$ cat src/rtl/uart_apb_tx_scheduler.sv
// APB master for the CoreUARTapb port: writes the UART configuration and round-robin shares TX
// between requesters. Optional RX drain of the UART receive register: define UART_APB_RX_DRAIN_EN.
module uart_apb_tx_scheduler #(
   parameter int NUM_REQ      = 4,
   parameter int REQ_IDW      = 2,
   parameter int HOLDOFF      = 2,
   parameter int CFG_ON_RESET = 1
) (
   input  logic                 PCLK,
   input  logic                 PRESETN,
   input  logic [12:0]          cfg_baud,
   input  logic [2:0]           cfg_frac,
   input  logic                 cfg_bit8,
   input  logic                 cfg_parity_en,
   input  logic                 cfg_odd_n_even,
   input  logic                 cfg_start,
   output logic                 cfg_done,
   input  logic [NUM_REQ-1:0]   req_valid,
   input  logic [NUM_REQ*8-1:0] req_data,
   output logic [NUM_REQ-1:0]   req_ready,
   output logic [REQ_IDW-1:0]   grant_id,
   output logic [4:0]           PADDR,
   output logic                 PSEL,
   output logic                 PENABLE,
   output logic                 PWRITE,
   output logic [7:0]           PWDATA,
   input  logic [7:0]           PRDATA,
   input  logic                 TXRDY,
   input  logic                 RXRDY,
   output logic                 rx_valid,
   output logic [7:0]           rx_data
);
   localparam logic [4:0] ADDR_TX    = 5'h00;
   localparam logic [4:0] ADDR_RX    = 5'h04;
   localparam logic [4:0] ADDR_CTRL1 = 5'h08;
   localparam logic [4:0] ADDR_CTRL2 = 5'h0C;
   localparam logic [4:0] ADDR_CTRL3 = 5'h14;
   localparam int HOLD_W = (HOLDOFF > 1) ? $clog2(HOLDOFF) : 1;
   localparam logic [HOLD_W-1:0] HOLD_LAST = (HOLDOFF > 0) ? HOLD_W'(HOLDOFF - 1) : '0;
   localparam logic CFG_AUTO = (CFG_ON_RESET != 0);

   typedef enum logic [3:0] {
      IDLE, C1_S, C1_A, C2_S, C2_A, C3_S, C3_A, TX_S, TX_A, HOLD
`ifdef UART_APB_RX_DRAIN_EN
      , RX_S, RX_A
`endif
   } state_t;

   state_t state, state_nxt;

   logic              init_cap;
   logic              cfg_pend;
   logic [12:0]       baud_q;
   logic [2:0]        frac_q;
   logic              bit8_q;
   logic              par_q;
   logic              odd_q;
   logic [7:0]        tx_byte;
   logic [HOLD_W-1:0] hold_cnt;

   logic [REQ_IDW-1:0] rr_sel;
   logic [REQ_IDW-1:0] rr_cand;
   logic               rr_found;
   logic [7:0]         rr_byte;

   // Nearest valid requester after the last grant wins; scanning farthest-first lets the nearest overwrite.
   always_comb begin
      rr_found = 1'b0;
      rr_sel   = grant_id;
      rr_cand  = '0;
      for (int k = NUM_REQ; k >= 1; k--) begin
         rr_cand = REQ_IDW'((int'(grant_id) + k) % NUM_REQ);
         if (req_valid[rr_cand]) begin
            rr_found = 1'b1;
            rr_sel   = rr_cand;
         end
      end
      rr_byte = '0;
      for (int i = 0; i < NUM_REQ; i++) begin
         if (rr_sel == REQ_IDW'(i)) rr_byte = req_data[8*i +: 8];
      end
   end

   always_comb begin
      state_nxt = state;
      case (state)
         IDLE: begin
            if (cfg_pend) state_nxt = C1_S;
`ifdef UART_APB_RX_DRAIN_EN
            else if (cfg_done && RXRDY) state_nxt = RX_S;
`endif
            else if (cfg_done && TXRDY && rr_found) state_nxt = TX_S;
         end
         C1_S: state_nxt = C1_A;
         C1_A: state_nxt = C2_S;
         C2_S: state_nxt = C2_A;
         C2_A: state_nxt = C3_S;
         C3_S: state_nxt = C3_A;
         C3_A: state_nxt = IDLE;
         TX_S: state_nxt = TX_A;
         TX_A: state_nxt = (HOLDOFF == 0) ? IDLE : HOLD;
         HOLD: if (hold_cnt == HOLD_LAST) state_nxt = IDLE;
`ifdef UART_APB_RX_DRAIN_EN
         RX_S: state_nxt = RX_A;
         RX_A: state_nxt = (HOLDOFF == 0) ? IDLE : HOLD;
`endif
         default: state_nxt = IDLE;
      endcase
   end

   // Bus outputs decode straight from the state so an asynchronous reset clears them at once.
   always_comb begin
      PSEL      = 1'b0;
      PENABLE   = 1'b0;
      PWRITE    = 1'b0;
      PADDR     = '0;
      PWDATA    = '0;
      req_ready = '0;
      case (state)
         C1_S, C1_A: begin
            PSEL    = 1'b1;
            PENABLE = (state == C1_A);
            PWRITE  = 1'b1;
            PADDR   = ADDR_CTRL1;
            PWDATA  = baud_q[7:0];
         end
         C2_S, C2_A: begin
            PSEL    = 1'b1;
            PENABLE = (state == C2_A);
            PWRITE  = 1'b1;
            PADDR   = ADDR_CTRL2;
            PWDATA  = {baud_q[12:8], odd_q, par_q, bit8_q};
         end
         C3_S, C3_A: begin
            PSEL    = 1'b1;
            PENABLE = (state == C3_A);
            PWRITE  = 1'b1;
            PADDR   = ADDR_CTRL3;
            PWDATA  = {5'b0, frac_q};
         end
         TX_S, TX_A: begin
            PSEL    = 1'b1;
            PENABLE = (state == TX_A);
            PWRITE  = 1'b1;
            PADDR   = ADDR_TX;
            PWDATA  = tx_byte;
         end
`ifdef UART_APB_RX_DRAIN_EN
         RX_S, RX_A: begin
            PSEL    = 1'b1;
            PENABLE = (state == RX_A);
            PADDR   = ADDR_RX;
         end
`endif
         default: ;
      endcase
      if (state == TX_A) req_ready = NUM_REQ'(1) << grant_id;
   end

   always_ff @(posedge PCLK or negedge PRESETN) begin
      if (!PRESETN) begin
         state    <= IDLE;
         hold_cnt <= '0;
         grant_id <= '0;
         tx_byte  <= '0;
      end else begin
         state    <= state_nxt;
         hold_cnt <= (state == HOLD) ? hold_cnt + 1'b1 : '0;
         if (state == IDLE && state_nxt == TX_S) begin
            grant_id <= rr_sel;
            tx_byte  <= rr_byte;
         end
      end
   end

   // A request seen mid-sequence stays pending so the whole sequence reruns with the newest values.
   always_ff @(posedge PCLK or negedge PRESETN) begin
      if (!PRESETN) begin
         init_cap <= CFG_AUTO;
         cfg_pend <= CFG_AUTO;
         cfg_done <= 1'b0;
         baud_q   <= '0;
         frac_q   <= '0;
         bit8_q   <= 1'b0;
         par_q    <= 1'b0;
         odd_q    <= 1'b0;
      end else begin
         init_cap <= 1'b0;
         if (cfg_start || init_cap) begin
            baud_q <= cfg_baud;
            frac_q <= cfg_frac;
            bit8_q <= cfg_bit8;
            par_q  <= cfg_parity_en;
            odd_q  <= cfg_odd_n_even;
         end
         if (cfg_start) cfg_pend <= 1'b1;
         else if (state_nxt == C1_S) cfg_pend <= 1'b0;
         if (cfg_start) cfg_done <= 1'b0;
         else if (state == C3_A && !cfg_pend) cfg_done <= 1'b1;
      end
   end

`ifdef UART_APB_RX_DRAIN_EN
   always_ff @(posedge PCLK or negedge PRESETN) begin
      if (!PRESETN) begin
         rx_valid <= 1'b0;
         rx_data  <= '0;
      end else begin
         rx_valid <= (state == RX_A);
         if (state == RX_A) rx_data <= PRDATA;
      end
   end
`else
   logic unused_rx;
   assign unused_rx = ^{PRDATA, RXRDY};
   assign rx_valid  = 1'b0;
   assign rx_data   = '0;
`endif

endmodule

$ cat config.mk
export PLATFORM = sky130hd
export DESIGN_NAME = uart_apb_tx_scheduler
export DESIGN_NICKNAME = d
export VERILOG_FILES = /design/src/rtl/uart_apb_tx_scheduler.sv
export SDC_FILE = /design/constraint.sdc
export NUM_CORES = 1
export LEC_CHECK = 0
export BUFFER_PORTS_ARGS = -buffer_cell sky130_fd_sc_hd__buf_4
export CAP_MARGIN = 20
export CORE_MARGIN = 5
export CORE_UTILIZATION = 38
export DETAILED_ROUTE_END_ITERATION = 8
export PLACE_DENSITY_LB_ADDON = 0.12
export SLEW_MARGIN = 40
export SYNTH_ARGS = -nofsm -noshare
export SYNTH_HDL_FRONTEND = slang
export SYNTH_SLANG_ARGS = --single-unit
$ cat constraint.sdc
create_clock -name PCLK -period 3 [get_ports PCLK]
set_input_delay 0.75 -clock PCLK [delete_from_list [all_inputs] [get_ports PCLK]]
set_output_delay 0.75 -clock PCLK [all_outputs]
set_load 0.05 [all_outputs]
==> results of run 1 <==
[metal layers]
metal  vias up  share of wire  track usage
met5         -              0            0
met4         0         0.0033       0.0209
met3         3          0.062       0.0395
met2        56           0.51        0.252
met1       911           0.42        0.190
li1        921              -            -
[metrics by stage]
| stage | hold slack, ns | instances | total power, mW | setup slack (ns) | util |
|---|---|---|---|---|---|
| finish | 0.416 | 374 | 2.59 | 0.117 | 0.510 |
| global route | 0.458 | 374 | 2.73 | 0.00533 | 0.510 |
| CTS | 0.428 | 374 | 2.61 | 0.104 | 0.510 |
| detailed placement | 0.450 | 366 | 2.17 | 0.401 | 0.491 |
| global placement | 0.447 | 366 | 2.16 | 0.425 | 0.491 |
| floorplan | 0.422 | 232 | 1.76 | 0.186 | - |
[critical path: cells and delay by family (launching register included)]
| kind | cells | cell delay, ns |
|---|---|---|
| buf+inv | 3 | 0.56 |
| simple gates | 1 | 0.39 |
| flops | 1 | 0.52 |
| compound gates | 3 | 0.37 |
[final timing paths]
check	start	end	slack, ns	cells past startpoint
min in group PCLK	hold_cnt	hold_cnt	0.46	1
setup / recovery	state[2]	PWDATA[2]	0.12	7
max in group asynchronous	PRESETN	cfg_pend	2.22	1
hold / removal	PRESETN	cfg_done	0.42	1
setup reg to reg	grant_id[1]	tx_byte[2]	0.63	8
hold reg to reg	hold_cnt	hold_cnt	0.46	1
[repair_timing]
action,in CTS,in global routing
hold buffers,0,0
setup buffers,0,0
gates resized for setup,0,2
endpoints found under the setup margin,0,1
[cells in the mapped netlist (all sizes together), types with 3 or more instances]
cell type  instances  area share
nor2              12       0.020
nor2b              3      0.0082
or2                3      0.0082
a222oi             5       0.022
mux2i             20       0.087
a22oi              3      0.0098
and3               4       0.011
buf               20       0.063
dfrtp             35        0.38
inv               11       0.018
o221ai             9       0.056
nand2             21       0.034
clkbuf             5      0.0082
o21ai              8       0.017
ha                 4       0.022
nand3              3      0.0066
a21oi              7       0.015
mux2              20       0.098
[logic make-up after synthesis]
group,Yosys count,synth area share
xor gates and xnor gates,3,0.0115
muxes,40,0.186
and+or+nand+nor,57,0.124
DFF,37,0.406
other,1,0.00164
adders and majority gates,4,0.0219
AOI/OAI and AO/OA,43,0.160
buffers and inverters,36,0.0897
[final cells by class]
type	count	area (um^2)
Clock buffer	6	72.6
Clock inverter	2	38.8
Fill cell	568	2880
Inverter	11	41.3
Multi-Input combinational cell	159	1200
Sequential cell	37	931
Tap cell	75	93.8
Timing Repair Buffer	84	631
[registers in the layout, summed over array words and instances, names as in the netlist]
signal,cells
baud_q,13
tx_byte,8
state,4
frac_q,3
grant_id,2
bit8_q,1
cfg_done,1
cfg_pend,1
hold_cnt,1
init_cap,1
odd_q,1
par_q,1
[power groups by stage]
stage	logic [mW]	registers (mW)	clock network (mW)
6_report	1.48	0.675	0.430
5_1_grt	1.58	0.688	0.460
4_1_cts	1.50	0.669	0.444
3_5_place_dp	1.49	0.679	0
3_3_place_gp	1.48	0.679	0
2_1_floorplan	1.14	0.618	0
==> impl_table.tex, run 1 <==
\begin{tabular}{lr}
\hline
Metric & Value \\
\hline
\multicolumn{2}{l}{\textbf{Outcome}} \\
Status & finished, final reports clean \\
\multicolumn{2}{l}{\textbf{Die}} \\
Site row count & 28 \\
Die Wd & 87.6 um \\
Number of top-level pins & 100 \\
Die Height & 87.6 um \\
Effective utilization at floorplan & 0.389 \\
Area of the core region & 5890 um\^{}2 \\
Area of the die & 7670 um\^{}2 \\
\multicolumn{2}{l}{\textbf{Detailed routing}} \\
Post-DRT Antenna Nets & 0 \\
First-pass iteration count of the detailed router & 4 \\
Post-route DRC violation count & 0 \\
DR vias/cell & 5.06 \\
Number of DRC markers after the initial detailed-route iteration & 58 \\
Routed wire length & 5.44 mm \\
DR vias & 1891 \\
Post-detailed-route wirelength per cell & 14.6 um \\
\multicolumn{2}{l}{\textbf{Power and ir drop}} \\
Clock share of power & 0.166 \\
Logic gate share of total power & 0.573 \\
Highest ir drop seen on vdd & 0.693 mV \\
Internal Pwr Total & 1.32 mW \\
Pwr per Cell Area & 861 nW/um\^{}2 \\
Share of total power consumed by net switching & 0.491 \\
Net Switching & 1.27 mW \\
Proportion of power drawn by flip-flops and latches & 0.261 \\
Cell leakage power & 1.46 nW \\
\multicolumn{2}{l}{\textbf{CTS}} \\
Maximum number of buffers from clock root to sink & 2 \\
Clock sink count & 37 \\
Clock slew at reported path FFs & 0.08 ns \\
TritonCTS buffer count & 5 \\
Clock insertion delay at the later pin of the skew report & 0.29 ns \\
Clock tree root buffer cell & sky130\_fd\_sc\_hd\_\_clkbuf\_8 \\
H-tree depth reported by CTS & 2 \\
TritonCTS clock tree & built \\
\multicolumn{2}{l}{\textbf{Setup path}} \\
Slowest cell on crit path & sky130\_fd\_sc\_hd\_\_dfrtp\_1 \\
Data required time of the worst path & 2.25 ns \\
Most common cell on crit path & sky130\_fd\_sc\_hd\_\_buf\_4 \\
Kind of launch point of the worst setup path & flop \\
Critical path fanouts, max & 10 \\
Signal arrival time at the worst endpoint & 2.13 ns \\
Cell-by-cell trace of the critical path & inv\_1 -> or3\_1 -> a21oi\_1 -> buf\_4 -> a22oi\_1 -> o21ai\_0 -> buf\_4 \\
Critical path start-end classification & reg2out \\
Worst Setup End Kind & primary output \\
Delay of the slowest cell on the worst path & 0.52 ns \\
\multicolumn{2}{l}{\textbf{STA}} \\
Final hold violation count & 0 \\
Max-slew violation count & 0 \\
Number of endpoints failing setup at the final stage & 0 \\
Worst max-slew margin expressed relative to the limit & 0.638 \\
Final critical-path share of the clock period & 0.961 \\
Worst setup skew after layout & 0.0124 ns \\
Worst Max-Slew Pin Slew & 0.543 ns \\
Final min period & 2.88 ns \\
Accumulated negative setup slack & 0 ns \\
Top achievable clock speed & 347 MHz \\
Setup repair after global routing missed its margin & false \\
\multicolumn{2}{l}{\textbf{Finish}} \\
Antenna diode count & 0 \\
Area overhead of the layout relative to synthesis & 31.3\% \\
Most common cell after layout, fill and taps aside & sky130\_fd\_sc\_hd\_\_buf\_4 \\
Total Nets Final & 370 \\
Most frequent cells in the layout & 84 x sky130\_fd\_sc\_hd\_\_buf\_4, 33 x sky130\_fd\_sc\_hd\_\_dfrtp\_1, 21 x sky130\_fd\_sc\_hd\_\_nand2\_1 \\
Fraction of layout instances using a drive strength above 1 & 0.421 \\
Post-route cell area & 3000 um\^{}2 \\
\multicolumn{2}{l}{\textbf{Synthesis}} \\
Main synth FF type & sky130\_fd\_sc\_hd\_\_dfrtp\_1 \\
Count of cell types in the netlist & 44 \\
Number of warning messages in the yosys log & 0 \\
Syn\_area\_per\_cell & 10.4 um\^{}2 \\
Count of flip-flops with a built-in enable after synthesis & 0 \\
Synthesized flop and latch total & 37 \\
Mapped cell area & 2290 um\^{}2 \\
Sequential element share of the synthesized area & 0.406 \\
Post-synthesis instance total & 221 \\
Async set-reset flop share out of synthesis & 1.00 \\
\multicolumn{2}{l}{\textbf{GRT}} \\
Vias in the first global route & 1935 \\
Largest net degree at the start of global routing & 38 \\
Initial antenna violation count & 0 \\
Total routing resource utilization after global routing & 0.147 \\
Wire length of the first global-routing pass & 9.03 mm \\
Global-route congestion overflow total & 0 \\
\multicolumn{2}{l}{\textbf{Placement}} \\
Area after detailed placement & 2890 um\^{}2 \\
Number of buffer cells added on primary ports & 79 \\
Placer Congestion & 0.728 \\
Post-detail-place hpwl & 4.13 mm \\
\multicolumn{2}{l}{\textbf{Run}} \\
Count of maximum capacitance violations & 0 \\
\multicolumn{2}{l}{\textbf{Min path}} \\
Tightest Hold Check Type & in2async \\
\hline
\end{tabular}
Power figures use the tool's default switching activity.
==> inputs of run 2 (changes only) <==
--- a/config.mk
+++ b/config.mk
@@ -5,11 +5,13 @@
 export SDC_FILE = /design/constraint.sdc
 export NUM_CORES = 1
 export LEC_CHECK = 0
-export BUFFER_PORTS_ARGS = -buffer_cell sky130_fd_sc_hd__buf_4
 export CAP_MARGIN = 20
 export CORE_MARGIN = 5
 export CORE_UTILIZATION = 38
+export CTS_BUF_LIST = sky130_fd_sc_hd__clkbuf_2 sky130_fd_sc_hd__clkbuf_4 sky130_fd_sc_hd__clkbuf_8
 export DETAILED_ROUTE_END_ITERATION = 8
+export DONT_BUFFER_PORTS = 1
+export GPL_TIMING_DRIVEN = 0
 export PLACE_DENSITY_LB_ADDON = 0.12
 export SLEW_MARGIN = 40
 export SYNTH_ARGS = -nofsm -noshare
==> run 2 against run 1 <==
- clock power fell by 18%
- core utilization down 7.6 points
- final area fell by 15%
- first-iteration DRC count rose by 34%
- sequential cell count did not move
- wire length is 4.0% lower
- count of clock-buffer cells in the layout unchanged
- sequential share of layout area up 5.4 points
- global-route usage shrank 1.0 points
- worst setup slack better by 0.089 ns
- critical path type unchanged
- critical endpoint unchanged
- largest cell class unchanged
==> impl_table.tex, run 2 (same netlist as run 1, synthesis figures left out) <==
\begin{tabular}{lr}
\hline
Metric & Value \\
\hline
\multicolumn{2}{l}{\textbf{Outcome}} \\
Status & finished, final reports clean (unchanged) \\
\multicolumn{2}{l}{\textbf{GRT}} \\
Vias in the first global route & 1665 (was 1935) \\
Largest net degree at the start of global routing & 38 (unchanged) \\
Global-route congestion overflow total & 0 (unchanged) \\
Wire length of the first global-routing pass & 8.31 mm (was 9.03 mm) \\
Total routing resource utilization after global routing & 0.137 (was 0.147) \\
Initial antenna violation count & 0 (unchanged) \\
\multicolumn{2}{l}{\textbf{Die}} \\
Effective utilization at floorplan & 0.389 (unchanged) \\
Die Height & 87.6 um (unchanged) \\
Area of the die & 7670 um\^{}2 (unchanged) \\
Area of the core region & 5890 um\^{}2 (unchanged) \\
Site row count & 28 (unchanged) \\
Number of top-level pins & 100 (unchanged) \\
Die Wd & 87.6 um (unchanged) \\
\multicolumn{2}{l}{\textbf{STA}} \\
Final critical-path share of the clock period & 0.931 (was 0.961) \\
Setup repair after global routing missed its margin & false (unchanged) \\
Accumulated negative setup slack & 0 ns (unchanged) \\
Max-slew violation count & 0 (unchanged) \\
Number of endpoints failing setup at the final stage & 0 (unchanged) \\
Worst path setup slack after routing & 0.206 ns (was 0.117 ns) \\
Worst setup skew after layout & 0.00766 ns (was 0.0124 ns) \\
Worst hold slack & 0.154 ns (was 0.416 ns) \\
Top achievable clock speed & 358 MHz (was 347 MHz) \\
Worst max-slew margin expressed relative to the limit & 0.549 (was 0.638) \\
Final hold violation count & 0 (unchanged) \\
Worst Max-Slew Pin Slew & 0.673 ns (was 0.543 ns) \\
Final min period & 2.79 ns (was 2.88 ns) \\
\multicolumn{2}{l}{\textbf{Setup path}} \\
Reg-to-reg critical path startpoint & grant\_id[0] (was grant\_id[1]) \\
Worst Setup End Kind & primary output (unchanged) \\
Signal arrival time at the worst endpoint & 2.04 ns (was 2.13 ns) \\
Reg-to-Reg End & tx\_byte[2] (unchanged) \\
Data required time of the worst path & 2.25 ns (about the same) \\
Critical path fanouts, max & 10 (unchanged) \\
Depth of the most critical reg-to-reg path & 10 (was 8) \\
Kind of launch point of the worst setup path & flop (unchanged) \\
Critical path start-end classification & reg2out (unchanged) \\
Register-to-register setup slack & 0.23 ns (was 0.63 ns) \\
\multicolumn{2}{l}{\textbf{CTS}} \\
H-tree depth reported by CTS & 2 (unchanged) \\
TritonCTS buffer count & 5 (unchanged) \\
Clock insertion delay at the later pin of the skew report & 0.29 ns (about the same) \\
Clock slew at reported path FFs & 0.07 ns (was 0.08 ns) \\
Number of hold buffers added after cts & 0 (unchanged) \\
Clock tree root buffer cell & sky130\_fd\_sc\_hd\_\_clkbuf\_8 (unchanged) \\
TritonCTS clock tree & built (unchanged) \\
Maximum number of buffers from clock root to sink & 2 (unchanged) \\
CTS resizes & 8 (was 0) \\
Setup Fix Bufs, Post-CTS & 0 (unchanged) \\
Clock sink count & 37 (unchanged) \\
\multicolumn{2}{l}{\textbf{Finish}} \\
Total Nets Final & 311 (was 370) \\
Post-route cell area & 2560 um\^{}2 (was 3000 um\^{}2) \\
Antenna diode count & 0 (unchanged) \\
Fraction of layout instances using a drive strength above 1 & 0.321 (was 0.421) \\
Register area & 931 um\^{}2 (unchanged) \\
Most common cell after layout, fill and taps aside & sky130\_fd\_sc\_hd\_\_dfrtp\_1 (was sky130\_fd\_sc\_hd\_\_buf\_4) \\
Area overhead of the layout relative to synthesis & 11.8\% (was 31.3\%) \\
Filler cell count & 584 (was 568) \\
Fin util & 0.435 (was 0.510) \\
Largest registers & baud\_q x13, tx\_byte x8, state x4 (unchanged) \\
Multi-input gate area in the final layout & 1230 um\^{}2 (was 1200 um\^{}2) \\
Final cell count without fillers & 315 (was 374) \\
Max FFs per register & 13 (unchanged) \\
Largest reg by FF count & baud\_q (unchanged) \\
Most frequent cells in the layout & 33 x sky130\_fd\_sc\_hd\_\_dfrtp\_1, 21 x sky130\_fd\_sc\_hd\_\_nand2\_1, 20 x sky130\_fd\_sc\_hd\_\_mux2i\_1, 20 x sky130\_fd\_sc\_hd\_\_mux2\_2, 13 x sky130\_fd\_sc\_hd\_\_buf\_4 (was 84 x sky130\_fd\_sc\_hd\_\_buf\_4, 33 x sky130\_fd\_sc\_hd\_\_dfrtp\_1, 21 x sky130\_fd\_sc\_hd\_\_nand2\_1) \\
\multicolumn{2}{l}{\textbf{Detailed routing}} \\
Post-DRT Antenna Nets & 0 (unchanged) \\
First-pass iteration count of the detailed router & 4 (unchanged) \\
Routed wire length & 5.22 mm (was 5.44 mm) \\
Post-detailed-route wirelength per cell & 16.6 um (was 14.6 um) \\
Number of DRC markers after the initial detailed-route iteration & 78 (was 58) \\
DR vias/cell & 5.24 (was 5.06) \\
DR vias & 1650 (was 1891) \\
Post-route DRC violation count & 0 (unchanged) \\
\multicolumn{2}{l}{\textbf{Placement}} \\
Post-detail-place hpwl & 4.04 mm (was 4.13 mm) \\
Area after detailed placement & 2440 um\^{}2 (was 2890 um\^{}2) \\
Placed cell count & 307 (was 366) \\
Pre-CTS WS & -0.0306 ns (was 0.401 ns) \\
Placer Congestion & 0.797 (was 0.728) \\
Number of buffer cells added on primary ports & 0 (was 79) \\
\multicolumn{2}{l}{\textbf{Power and ir drop}} \\
Pwr per Cell Area & 907 nW/um\^{}2 (was 861 nW/um\^{}2) \\
Highest ir drop seen on vdd & 0.683 mV (was 0.693 mV) \\
Cell leakage power & 1.14 nW (was 1.46 nW) \\
Final Power & 2.32 mW (was 2.59 mW) \\
\multicolumn{2}{l}{\textbf{Run}} \\
Count of maximum capacitance violations & 0 (unchanged) \\
\multicolumn{2}{l}{\textbf{Min path}} \\
Tightest Hold Check Type & in2async (unchanged) \\
\hline
\end{tabular}
## run 2: cell types whose count changed in the layout (fill, tap and decap cells not counted), sizes merged
| cell | change |
|---|---|
| bufinv | -1 |
| buf | -65 |
| clkinv | -1 |
| clkbuf | +6 |
| clkinvlp | +2 |
## run 2: worst max path at each step
stage / start / to / slack (ns) / cells after the start
after CTS: grant_id[1] / tx_byte[2] / 0.002 / 10
after detailed placement: grant_id[0] / tx_byte[2] / -0.03 / 10
after floorplan: state[1] / PWDATA[0] / 0.19 / 4
after global routing: grant_id[0] / tx_byte[2] / 0.02 / 10
final: state[0] / PWDATA[2] / 0.21 / 5
after global placement: state[2] / PWDATA[0] / -0.15 / 6
## run 2: critical path, cell delays in order (launching register included)
cell and delay (ns):
sky130_fd_sc_hd__dfrtp_1 0.43, sky130_fd_sc_hd__clkbuf_1 0.37, sky130_fd_sc_hd__nand3_1 0.21, sky130_fd_sc_hd__a21oi_4 0.31, sky130_fd_sc_hd__a22oi_1 0.17, sky130_fd_sc_hd__o21ai_2 0.26
## run 2: power by group
| part | internal (mW) | total [mW] | leakage (nW) | switching, mW |
|---|---|---|---|---|
| registers | 0.566 | 0.622 | 0.457 | 0.0562 |
| logic | 0.323 | 1.35 | 0.647 | 1.02 |
| clock network | 0.173 | 0.351 | 0.0408 | 0.178 |
## run 2: metal layers
| layer | GRT usage | up-vias | wire [um] |
|---|---|---|---|
| li1 | - | 809 | - |
| met1 | 0.183 | 783 | 2240 |
| met2 | 0.215 | 56 | 2520 |
| met3 | 0.0536 | 2 | 454 |
| met4 | 0.0209 | 0 | 8 |
| met5 | 0 | - | 0 |
## run 2: final cells by class
cell class	instances	area share
multi-input combinational	159	0.482
sequential	37	0.364
clock inverter	2	0.00587
buffer	25	0.0655
tap	75	0.0367
inverter	11	0.0161
clock buffer	6	0.0298
